==> src/rtl/alu_defs.sv <==
// Shared execute-stage arithmetic definitions.
// Holds the remainder-unit state encoding and its default operand width.
package alu_defs;

  localparam int MOD_WIDTH_DEFAULT = 16;

  typedef enum logic [1:0] {
    MOD_IDLE,
    MOD_RUN,
    MOD_DONE
  } mod_state_t;

endpackage

==> src/rtl/mod_step.sv <==
// One restoring shift-subtract iteration of the remainder engine.
// Ports: r (partial remainder), qbit (next dividend bit), d (divisor) -> r_next.
module mod_step #(
  parameter int WIDTH = 16
) (
  input  logic [WIDTH:0]   r,
  input  logic             qbit,
  input  logic [WIDTH-1:0] d,
  output logic [WIDTH:0]   r_next
);

  // One guard bit above the shifted remainder exposes the borrow.
  // r[WIDTH] is always 0 between iterations, so this equals
  // {1'b0, r[WIDTH-1:0], qbit}.
  logic [WIDTH+1:0] w_shift;
  logic [WIDTH+1:0] w_diff;
  logic             w_neg;

  assign w_shift = {r, qbit};
  assign w_diff  = w_shift - {2'b00, d};
  assign w_neg   = w_diff[WIDTH+1];
  assign r_next  = w_neg ? w_shift[WIDTH:0] : w_diff[WIDTH:0];

endmodule

==> src/rtl/mod_iter_unit.sv <==
// Multi-cycle unsigned remainder (a mod b), one bit per cycle.
// Ports: clk, rst, start, a, b -> busy, done, rem, div_by_zero.
module mod_iter_unit
  import alu_defs::*;
#(
  parameter int WIDTH = MOD_WIDTH_DEFAULT
) (
  input  logic             clk,
  input  logic             rst,
  input  logic             start,
  input  logic [WIDTH-1:0] a,
  input  logic [WIDTH-1:0] b,
  output logic             busy,
  output logic             done,
  output logic [WIDTH-1:0] rem,
  output logic             div_by_zero
);

  localparam int CW = $clog2(WIDTH);

  mod_state_t       r_state;
  mod_state_t       w_next;
  logic [WIDTH-1:0] r_q;
  logic [WIDTH-1:0] r_d;
  logic [WIDTH:0]   r_r;
  logic [CW-1:0]    r_cnt;
  logic [WIDTH-1:0] r_rem;
  logic             r_dbz;
  logic [WIDTH:0]   w_r_next;
  logic             w_accept;
  logic             w_bzero;
  logic             w_last;

  assign w_accept = start && (r_state != MOD_RUN);
  assign w_bzero  = (b == '0);
  assign w_last   = (r_cnt == '0);

  mod_step #(.WIDTH(WIDTH)) u_step (
    .r      (r_r),
    .qbit   (r_q[WIDTH-1]),
    .d      (r_d),
    .r_next (w_r_next)
  );

  always_ff @(posedge clk) begin
    if (rst) r_state <= MOD_IDLE;
    else     r_state <= w_next;
  end

  always_comb begin
    w_next = r_state;
    unique case (r_state)
      MOD_IDLE, MOD_DONE: begin
        if (start) w_next = w_bzero ? MOD_DONE : MOD_RUN;
        else       w_next = MOD_IDLE;
      end
      MOD_RUN: begin
        if (w_last) w_next = MOD_DONE;
      end
      default: w_next = MOD_IDLE;
    endcase
  end

  always_comb begin
    busy = (r_state == MOD_RUN);
    done = (r_state == MOD_DONE);
  end

  // Result registers only change when a result is produced,
  // so rem/div_by_zero stay valid for execute after done drops.
  always_ff @(posedge clk) begin
    if (rst) begin
      r_q   <= '0;
      r_d   <= '0;
      r_r   <= '0;
      r_cnt <= '0;
      r_rem <= '0;
      r_dbz <= 1'b0;
    end else if (w_accept) begin
      r_q   <= a;
      r_d   <= b;
      r_r   <= '0;
      r_cnt <= CW'(WIDTH - 1);
      if (w_bzero) begin
        r_rem <= a;
        r_dbz <= 1'b1;
      end
    end else if (r_state == MOD_RUN) begin
      r_r   <= w_r_next;
      r_q   <= r_q << 1;
      r_cnt <= r_cnt - CW'(1);
      if (w_last) begin
        r_rem <= w_r_next[WIDTH-1:0];
        r_dbz <= 1'b0;
      end
    end
  end

  assign rem         = r_rem;
  assign div_by_zero = r_dbz;

endmodule

==> config.mk <==
export PLATFORM = sky130hd
export DESIGN_NAME = mod_iter_unit
export DESIGN_NICKNAME = d
export VERILOG_FILES = /design/src/rtl/alu_defs.sv /design/src/rtl/mod_step.sv /design/src/rtl/mod_iter_unit.sv
export SDC_FILE = /design/constraint.sdc
export NUM_CORES = 1
export LEC_CHECK = 0
export ABC_AREA = 1
export BUFFER_PORTS_ARGS = -buffer_cell sky130_fd_sc_hd__buf_2
export CORE_ASPECT_RATIO = 0.6
export CORE_MARGIN = 2
export CORE_UTILIZATION = 55
export CTS_CLUSTER_SIZE = 10
export DETAILED_ROUTE_END_ITERATION = 10
export PLACE_DENSITY = 0.76
export SKIP_LAST_GASP = 1
export SLEW_MARGIN = 0
export SYNTH_ARGS = -nofsm -noshare
export SYNTH_HDL_FRONTEND = slang
export SYNTH_SLANG_ARGS = --single-unit
==> constraint.sdc <==
create_clock -name clk -period 2.2 [get_ports clk]
set_clock_uncertainty 0.05 [all_clocks]
set_input_delay 0.33 -clock clk [delete_from_list [all_inputs] [get_ports clk]]
set_output_delay 0.33 -clock clk [all_outputs]
set_load 0.02 [all_outputs]
==> impl_results.html, run 1 <==
<table>
<tr><th>Metric</th><th>Value</th></tr>
<tr><th colspan="2">Run status</th></tr>
<tr><td>Status</td><td>finished clean</td></tr>
<tr><th colspan="2">Clock network</th></tr>
<tr><td>Worst skew pair latency</td><td>0.35 ns</td></tr>
<tr><td>Clock net sink count</td><td>72</td></tr>
<tr><td>Clock root buffer master</td><td>sky130_fd_sc_hd__clkbuf_16</td></tr>
<tr><td>Clock transition at the registers of the reported paths</td><td>around 0.060 ns</td></tr>
<tr><td>Maximum buffer depth of the clock tree</td><td>2</td></tr>
<tr><td>Total clock buffers created by CTS</td><td>9</td></tr>
<tr><td>CTS tree</td><td>done</td></tr>
<tr><td>H-tree Lvls</td><td>3</td></tr>
<tr><th colspan="2">Cells and area</th></tr>
<tr><td>Non-filler instance count after layout</td><td>818</td></tr>
<tr><td>Layout net count</td><td>about 760</td></tr>
<tr><td>P&amp;R area growth vs syn</td><td>26.31%</td></tr>
<tr><td>Fill cell count</td><td>between 500 and 600</td></tr>
<tr><td>Share of final-layout standard cells stronger than drive strength 1</td><td>0.2171</td></tr>
<tr><td>Antenna cells</td><td>0</td></tr>
<tr><th colspan="2">Worst setup path</th></tr>
<tr><td>Critical path launch point type</td><td>flop</td></tr>
<tr><td>CP arrival</td><td>2.33 ns</td></tr>
<tr><td>WP data required</td><td>approximately 2.4 ns</td></tr>
<tr><td>Category of the critical setup timing path</td><td>reg2reg</td></tr>
<tr><td>Maximum fanout along the worst path</td><td>8</td></tr>
<tr><td>Worst setup startpoint</td><td>r_d[11]</td></tr>
<tr><td>Critical Path End Type</td><td>flop</td></tr>
<tr><td>Register-to-Register Path Depth</td><td>15</td></tr>
<tr><td>Critical register-to-register path startpoint</td><td>r_d[11]</td></tr>
<tr><td>FF-to-FF setup slack</td><td>~0.067 ns</td></tr>
<tr><td>Capture point of the worst reg-to-reg path</td><td>r_r[6]</td></tr>
<tr><td>Critical Path End</td><td>r_r[6]</td></tr>
<tr><th colspan="2">Detailed routing</th></tr>
<tr><td>Routed Antenna Nets</td><td>0</td></tr>
<tr><td>Count of vias placed by the detailed router</td><td>4577</td></tr>
<tr><td>Final routed wire length divided by cell count</td><td>15.74 um</td></tr>
<tr><td>DRC violation count after routing</td><td>0</td></tr>
<tr><td>Via/cell ratio</td><td>roughly 5.6</td></tr>
<tr><td>First-pass iteration count of the detailed router</td><td>5</td></tr>
<tr><td>Number of design-rule violations left by the first detailed-router iteration</td><td>467</td></tr>
<tr><td>Final wirelength</td><td>12.88 mm</td></tr>
<tr><th colspan="2">Synthesis</th></tr>
<tr><td>Synth warnings</td><td>0</td></tr>
<tr><td>Count leader, synth</td><td>sky130_fd_sc_hd__nand2_1</td></tr>
<tr><td>Register area share after synthesis</td><td>0.3424</td></tr>
<tr><td>Number of flops mapped to enable cells by yosys</td><td>0</td></tr>
<tr><td>Top cells by count, synth</td><td>151 x sky130_fd_sc_hd__nand2_1, 95 x sky130_fd_sc_hd__inv_1, 75 x sky130_fd_sc_hd__a21oi_1</td></tr>
<tr><td>Count of unique library cells instantiated by Yosys</td><td>36</td></tr>
<tr><td>Post-synthesis instance total</td><td>636</td></tr>
<tr><td>Post-Synthesis Net Count</td><td>~700</td></tr>
<tr><td>Main synth FF type</td><td>sky130_fd_sc_hd__dfxtp_1</td></tr>
<tr><td>Flop and latch count out of synthesis</td><td>72</td></tr>
<tr><td>Area share of the leading cell type in the synthesized netlist</td><td>0.3424</td></tr>
<tr><td>Share of synthesized flip-flops with an asynchronous set or reset</td><td>0</td></tr>
<tr><td>Leading post-synthesis cells by cell area</td><td>sky130_fd_sc_hd__dfxtp_1 34%, sky130_fd_sc_hd__nand2_1 13%, sky130_fd_sc_hd__a21oi_1 8.9%</td></tr>
<tr><td>Synth Area per Inst</td><td>6.618 um^2</td></tr>
<tr><td>Mapped Area</td><td>4209 um^2</td></tr>
<tr><td>Largest area contributor in the netlist</td><td>sky130_fd_sc_hd__dfxtp_1</td></tr>
<tr><th colspan="2">Timing</th></tr>
<tr><td>Fmax achieved</td><td>between 400 and 500 MHz</td></tr>
<tr><td>Fin crit period</td><td>2.133 ns</td></tr>
<tr><td>Total count of hold-check failures in the final report</td><td>0</td></tr>
<tr><td>Final clock period utilization by the worst path</td><td>0.9697</td></tr>
<tr><td>Final setup violation count</td><td>0</td></tr>
<tr><td>Measured slew at the worst slew-check pin</td><td>0.6842 ns</td></tr>
<tr><td>Final max-slew violation count</td><td>0</td></tr>
<tr><td>Post-route worst hold slack</td><td>0.1848 ns</td></tr>
<tr><td>RSZ-0062 raised after global routing</td><td>true</td></tr>
<tr><td>Max-slew headroom at the worst pin</td><td>0.5422</td></tr>
<tr><th colspan="2">Placed design</th></tr>
<tr><td>Placed cell count</td><td>around 800</td></tr>
<tr><td>Final GP Congestion</td><td>0.9019</td></tr>
<tr><td>Number of port buffers</td><td>between 50 and 60</td></tr>
<tr><td>DPL Wire Length</td><td>approximately 9 mm</td></tr>
<tr><th colspan="2">Die</th></tr>
<tr><td>Area enclosed by the die boundary</td><td>8391 um^2</td></tr>
<tr><td>I/O Pins</td><td>54</td></tr>
<tr><td>Cell Rows</td><td>24</td></tr>
<tr><td>Placeable Area</td><td>7327 um^2</td></tr>
<tr><td>Starting utilization of the core area</td><td>0.5745</td></tr>
<tr><td>Vertical extent of the die</td><td>71.76 um</td></tr>
<tr><td>Die width</td><td>116.9 um</td></tr>
<tr><th colspan="2">Global routing</th></tr>
<tr><td>Number of antenna violations at the first check in global routing</td><td>0</td></tr>
<tr><td>First-pass GRT wire length</td><td>about 20 mm</td></tr>
<tr><td>Total routing resource utilization after global routing</td><td>0.3067</td></tr>
<tr><td>Remaining Overflow, GRT</td><td>0</td></tr>
<tr><td>Number of global-route vias before repair</td><td>4056</td></tr>
<tr><td>Maximum number of pins on one net before global-route repair</td><td>36</td></tr>
<tr><th colspan="2">Pwr</th></tr>
<tr><td>Power per unit of standard cell area</td><td>917.8 nW/um^2</td></tr>
<tr><td>Peak VDD IR</td><td>473.5 uV</td></tr>
<tr><td>Leakage power of the design</td><td>2.630 nW</td></tr>
<tr><th colspan="2">Job</th></tr>
<tr><td>Maximum capacitance violations</td><td>0</td></tr>
<tr><th colspan="2">Worst hold path</th></tr>
<tr><td>Path type of the worst min-delay path</td><td>in2reg</td></tr>
</table>
where the power goes:
| group | internal, mW | leakage [nW] | switching (mW) |
|---|---|---|---|
| registers | 1.41 | 0.592 | 0.0708 |
| clock network | 0.999 | 0.153 | 0.605 |
| logic | 0.694 | 1.88 | 1.10 |
cell type report:
type                            count  area [um^2]  area share
Clock buffer                       10        229.0     0.04307
Clock inverter                      6        93.84     0.01765
Inverter                           98        367.9     0.06919
Multi-Input combinational cell    440         2491      0.4686
Sequential cell                    72         1443      0.2714
Tap cell                          104        130.1     0.02448
Timing Repair Buffer               88        561.8      0.1057
cell usage in the layout, fill, tap and decap left out, drive strengths merged:
master / n
o21ai: 37
a21oi: 78
o221ai: 11
a221oi: 1
nand3: 50
fa: 1
a31oi: 5
nand3b: 2
and3: 1
nand2: 164
ha: 17
bufinv: 2
clkinvlp: 1
nor2: 46
dfxtp: 72
and2: 2
xor2: 2
nor3: 5
nand2b: 1
nand4: 2
nor4: 5
buf: 87
clkbuf: 11
o21bai: 1
inv: 97
a211oi: 3
xnor2: 6
clkinv: 4
kinds of logic (layout without fill, tap and decap cells):
logic type | Yosys count | after routing | synth area share
AOI/OAI and AO/OA | 136 | 136 | 0.1790
xor gates and xnor gates | 8 | 8 | 0.01665
adders and majority gates | 18 | 18 | 0.05529
buffers and inverters | 124 | 202 | 0.1186
DFF | 72 | 72 | 0.3424
and+or+nand+nor | 278 | 278 | 0.2881
timing repair:
| item | 4_1_cts | 5_1_grt |
|---|---|---|
| setup buffers | 0 | 4 |
| gates cloned | 0 | 1 |
| hold buffers | 0 | 0 |
| endpoints found under the setup margin | 3 | 33 |
| endpoints found under the hold margin | 0 | 0 |
| pin swaps | 0 | 6 |
| resized for setup | 1 | 34 |
worst min-delay path by stage:
stage               to    start  depth (start not counted)  slack, ns
5_1_grt        r_q[14]    a[14]                          3       0.19
2_1_floorplan  r_d[10]  r_d[10]                          2       0.39
6_report       r_q[11]    a[11]                          3       0.18
3_3_place_gp    r_d[4]   r_d[4]                          2       0.40
3_5_place_dp    r_d[8]   r_d[8]                          2       0.41
4_1_cts        r_q[14]    a[14]                          3       0.19
through the flow:
stage	power [mW]	setup WS [ns]	util	TNS (ns)	cell area (um^2)
finish	4.879	0.06675	0.7256	0	5316
global route	5.129	-0.04716	0.7256	-0.4513	5316
CTS	4.635	0.006776	0.6873	0	5036
detailed placement	3.042	0.003251	0.6429	0	4711
global placement	3.000	0.09860	0.6429	0	4711
floorplan	2.625	0.2266	-	0	4209
layer usage:
| metal | wire, um | up-vias | GRT usage | part of all wire |
|---|---|---|---|---|
| met1 | 6084 | 2110 | 0.4474 | 0.47 |
| met3 | 1163 | 17 | 0.08460 | 0.090 |
| li1 | - | 2218 | - | - |
| met2 | 5496 | 232 | 0.4599 | 0.43 |
| met5 | 0 | - | 0 | 0 |
| met4 | 134 | 0 | 0.05490 | 0.010 |
registers in the layout, indices dropped and copies added (netlist names):
name         cells
div_by_zero      1
r_cnt            4
r_d             16
r_q             16
r_r             17
r_state          2
rem             16
worst max-delay path, stage by stage, from the launching register on:
cell and delay, ns:
sky130_fd_sc_hd__dfxtp_1 0.30, sky130_fd_sc_hd__inv_1 0.05, sky130_fd_sc_hd__ha_1 0.32, sky130_fd_sc_hd__nand2_2 0.11
sky130_fd_sc_hd__inv_1 0.05, sky130_fd_sc_hd__nand2_1 0.07, sky130_fd_sc_hd__nand3_2 0.11, sky130_fd_sc_hd__a21oi_4 0.23
sky130_fd_sc_hd__nand2_2 0.09, sky130_fd_sc_hd__nand2_4 0.13, sky130_fd_sc_hd__clkbuf_16 0.17, sky130_fd_sc_hd__nand3_1 0.10
sky130_fd_sc_hd__nand2_1 0.09, sky130_fd_sc_hd__nand2_1 0.06, sky130_fd_sc_hd__nand2_1 0.07, sky130_fd_sc_hd__inv_1 0.03
Power figures use the tool's default switching activity.
==> inputs of run 2 (changes only) <==
Settings changed: CORE_UTILIZATION 55 to 51, PLACE_DENSITY 0.76 to 0.72, SETUP_SLACK_MARGIN from default to 0.1.
==> impl_results.html, run 2 (synthesis gave the netlist of run 1 again) <==
<table>
<tr><th>Metric</th><th>Value</th></tr>
<tr><th colspan="2">Global routing</th></tr>
<tr><td>Remaining Overflow, GRT</td><td>0</td></tr>
<tr><td>Total routing resource utilization after global routing</td><td>0.2860</td></tr>
<tr><td>Maximum number of pins on one net before global-route repair</td><td>46</td></tr>
<tr><td>Number of global-route vias before repair</td><td>4018</td></tr>
<tr><td>Number of antenna violations at the first check in global routing</td><td>0</td></tr>
<tr><td>First-pass GRT wire length</td><td>between 15 and 20 mm</td></tr>
<tr><th colspan="2">Detailed routing</th></tr>
<tr><td>Number of design-rule violations left by the first detailed-router iteration</td><td>400</td></tr>
<tr><td>Uppermost routed layer</td><td>met4</td></tr>
<tr><td>Detailed route wirelength on metal2</td><td>6.215 mm</td></tr>
<tr><td>WL met3</td><td>~1000 um</td></tr>
<tr><td>Via/cell ratio</td><td>approximately 5.6</td></tr>
<tr><td>Final routed wire length divided by cell count</td><td>16.46 um</td></tr>
<tr><td>Met1 Routed Length</td><td>6.249 mm</td></tr>
<tr><td>Final wirelength</td><td>13.68 mm</td></tr>
<tr><td>DRC violation count after routing</td><td>0</td></tr>
<tr><td>Count of vias placed by the detailed router</td><td>4652</td></tr>
<tr><td>First-pass iteration count of the detailed router</td><td>5</td></tr>
<tr><td>Routed Antenna Nets</td><td>0</td></tr>
<tr><th colspan="2">Worst setup path</th></tr>
<tr><td>Category of the critical setup timing path</td><td>reg2reg</td></tr>
<tr><td>CP arrival</td><td>about 2.3 ns</td></tr>
<tr><td>WP data required</td><td>approximately 2.4 ns</td></tr>
<tr><td>Worst path cell trace</td><td>inv_2 -&gt; ha_4 -&gt; a21oi_4 -&gt; o21ai_2 -&gt; a21oi_4 -&gt; nand3_4 -&gt; buf_12 -&gt; nand3_4 -&gt; nand3_2 -&gt; a21oi_2</td></tr>
<tr><td>Critical path launch point type</td><td>flop</td></tr>
<tr><td>Slowest cell on crit path</td><td>sky130_fd_sc_hd__dfxtp_1</td></tr>
<tr><td>Slowest cell delay on critical path</td><td>about 0.32 ns</td></tr>
<tr><td>Critical Path End Type</td><td>flop</td></tr>
<tr><td>Maximum fanout along the worst path</td><td>8</td></tr>
<tr><th colspan="2">Cells and area</th></tr>
<tr><td>Layout net count</td><td>772</td></tr>
<tr><td>Final instance area</td><td>5892 um^2</td></tr>
<tr><td>Leading cell types in the layout, fill and taps excluded</td><td>122 x sky130_fd_sc_hd__nand2_1, 81 x sky130_fd_sc_hd__inv_1, 66 x sky130_fd_sc_hd__a21oi_1, 57 x sky130_fd_sc_hd__dfxtp_1, 53 x sky130_fd_sc_hd__buf_2</td></tr>
<tr><td>Multi-input logic area</td><td>2969 um^2</td></tr>
<tr><td>Number of flip-flops in the largest register</td><td>17</td></tr>
<tr><td>Share of final-layout standard cells stronger than drive strength 1</td><td>0.3499</td></tr>
<tr><td>Fill cell count</td><td>617</td></tr>
<tr><td>Area occupied by registers</td><td>roughly 1500 um^2</td></tr>
<tr><td>Most common library cell in the layout ignoring fill and taps</td><td>sky130_fd_sc_hd__nand2_1</td></tr>
<tr><td>Most flops, register</td><td>r_r</td></tr>
<tr><td>P&amp;R area growth vs syn</td><td>39.98%</td></tr>
<tr><td>Antenna cells</td><td>0</td></tr>
<tr><th colspan="2">Clock network</th></tr>
<tr><td>CTS tree</td><td>done</td></tr>
<tr><td>H-tree Lvls</td><td>3</td></tr>
<tr><td>Maximum buffer depth of the clock tree</td><td>2</td></tr>
<tr><td>Clock transition at the registers of the reported paths</td><td>0.06 ns</td></tr>
<tr><td>Total clock buffers created by CTS</td><td>9</td></tr>
<tr><td>Worst skew pair latency</td><td>0.34 ns</td></tr>
<tr><td>Clock net sink count</td><td>72</td></tr>
<tr><td>Clock root buffer master</td><td>sky130_fd_sc_hd__clkbuf_16</td></tr>
<tr><th colspan="2">Placed design</th></tr>
<tr><td>DPL Wire Length</td><td>a little under 9 mm</td></tr>
<tr><td>DP Worst Slack</td><td>-0.01504 ns</td></tr>
<tr><td>Number of port buffers</td><td>53</td></tr>
<tr><td>Total cell area at the placement stage</td><td>4681 um^2</td></tr>
<tr><td>Final GP Congestion</td><td>0.8912</td></tr>
<tr><th colspan="2">Pwr</th></tr>
<tr><td>Peak VDD IR</td><td>684.1 uV</td></tr>
<tr><td>Power per unit of standard cell area</td><td>895.5 nW/um^2</td></tr>
<tr><td>Total design power</td><td>5.276 mW</td></tr>
<tr><td>Leakage power of the design</td><td>2.836 nW</td></tr>
<tr><th colspan="2">Die</th></tr>
<tr><td>Cell Rows</td><td>25</td></tr>
<tr><td>Vertical extent of the die</td><td>roughly 74 um</td></tr>
<tr><td>Starting utilization of the core area</td><td>0.5298</td></tr>
<tr><td>Die width</td><td>around 120 um</td></tr>
<tr><td>I/O Pins</td><td>54</td></tr>
<tr><td>Placeable Area</td><td>7945 um^2</td></tr>
<tr><td>Area enclosed by the die boundary</td><td>between 9000 and 10000 um^2</td></tr>
<tr><th colspan="2">Run status</th></tr>
<tr><td>Status</td><td>finished clean</td></tr>
<tr><th colspan="2">Timing</th></tr>
<tr><td>Fmax achieved</td><td>roughly 470 MHz</td></tr>
<tr><td>Post-route worst setup slack</td><td>0.08182 ns</td></tr>
<tr><td>Total count of hold-check failures in the final report</td><td>0</td></tr>
<tr><td>Final clock period utilization by the worst path</td><td>0.9628</td></tr>
<tr><td>Post-route worst hold slack</td><td>0.1816 ns</td></tr>
<tr><td>Final max-slew violation count</td><td>0</td></tr>
<tr><td>Measured slew at the worst slew-check pin</td><td>0.4941 ns</td></tr>
<tr><td>RSZ-0062 raised after global routing</td><td>true</td></tr>
<tr><td>Max-slew headroom at the worst pin</td><td>0.6706</td></tr>
<tr><td>Fin crit period</td><td>around 2.1 ns</td></tr>
<tr><td>Final setup violation count</td><td>0</td></tr>
<tr><td>Final TNS setup</td><td>0 ns</td></tr>
<tr><th colspan="2">Job</th></tr>
<tr><td>Maximum capacitance violations</td><td>0</td></tr>
<tr><th colspan="2">Worst hold path</th></tr>
<tr><td>Path type of the worst min-delay path</td><td>in2reg</td></tr>
</table>
==> run 2: changes by cell type in the layout (fill, tap and decap cells not counted), sizes merged <==
cell and change:
nand2 +2, clkinv -3, clkbuf +3, bufinv -1, buf +8
==> run 2: layout make-up <==
class | instances | area share
clock buffer | 13 | 0.04587
sequential | 72 | 0.2478
multi-input combinational | 442 | 0.5039
clock inverter | 2 | 0.006371
inverter | 98 | 0.06286
timing repair buffer | 96 | 0.1102
tap | 108 | 0.02293
==> run 2: stage by stage <==
| stage | instances | utilization |
|---|---|---|
| after CTS | 814 | 0.6482 |
| final | 831 | 0.7416 |
| after detailed placement | 798 | 0.5891 |
| after global placement | 798 | 0.5891 |
| after floorplan | 636 | - |
| after global routing | 831 | 0.7416 |
==> run 2: path summary, 6_finish.rpt <==
check                           slack, ns  cells after the start  endpoint  startpoint
worst max-delay path                 0.08                     10   rem[13]     r_d[14]
worst max register to register       0.08                     10   rem[13]     r_d[14]
worst min-delay path                 0.18                      3    r_q[6]        a[6]
worst min register to register       0.42                      2   r_d[12]     r_d[12]
==> run 2: per-layer routing <==
| layer | GRT usage | vias to the layer above |
|---|---|---|
| li1 | - | 2238 |
| met1 | 0.4086 | 2162 |
| met4 | 0.07535 | 0 |
| met3 | 0.05675 | 23 |
| met5 | 0 | - |
| met2 | 0.4469 | 229 |
==> run 2: critical path, delay by kind of cell (launching register included) <==
| family | cells | cell delay (ns) |
|---|---|---|
| and+or+nand+nor | 3 | 0.44 |
| buffers and inverters | 2 | 0.29 |
| DFF | 1 | 0.32 |
| AOI/OAI and AO/OA | 4 | 0.67 |
| adders and majority gates | 1 | 0.26 |
==> run 2: repair_timing <==
item | in CTS | in global routing
setup endpoints to repair | 32 | 33
gates resized for setup | 23 | 140
setup buffers | 1 | 14
hold endpoints to repair | 0 | 0
cloned | 0 | 3
hold buffers | 0 | 0
pin swaps | 4 | 60
==> run 2: where the power goes <==
group	switching (mW)	internal (mW)	total [mW]	leakage [nW]
clock	0.565	0.965	1.53	0.148
combinational	1.35	0.898	2.25	2.09
sequential	0.0768	1.42	1.50	0.598
total	1.99	3.28	5.28	2.84
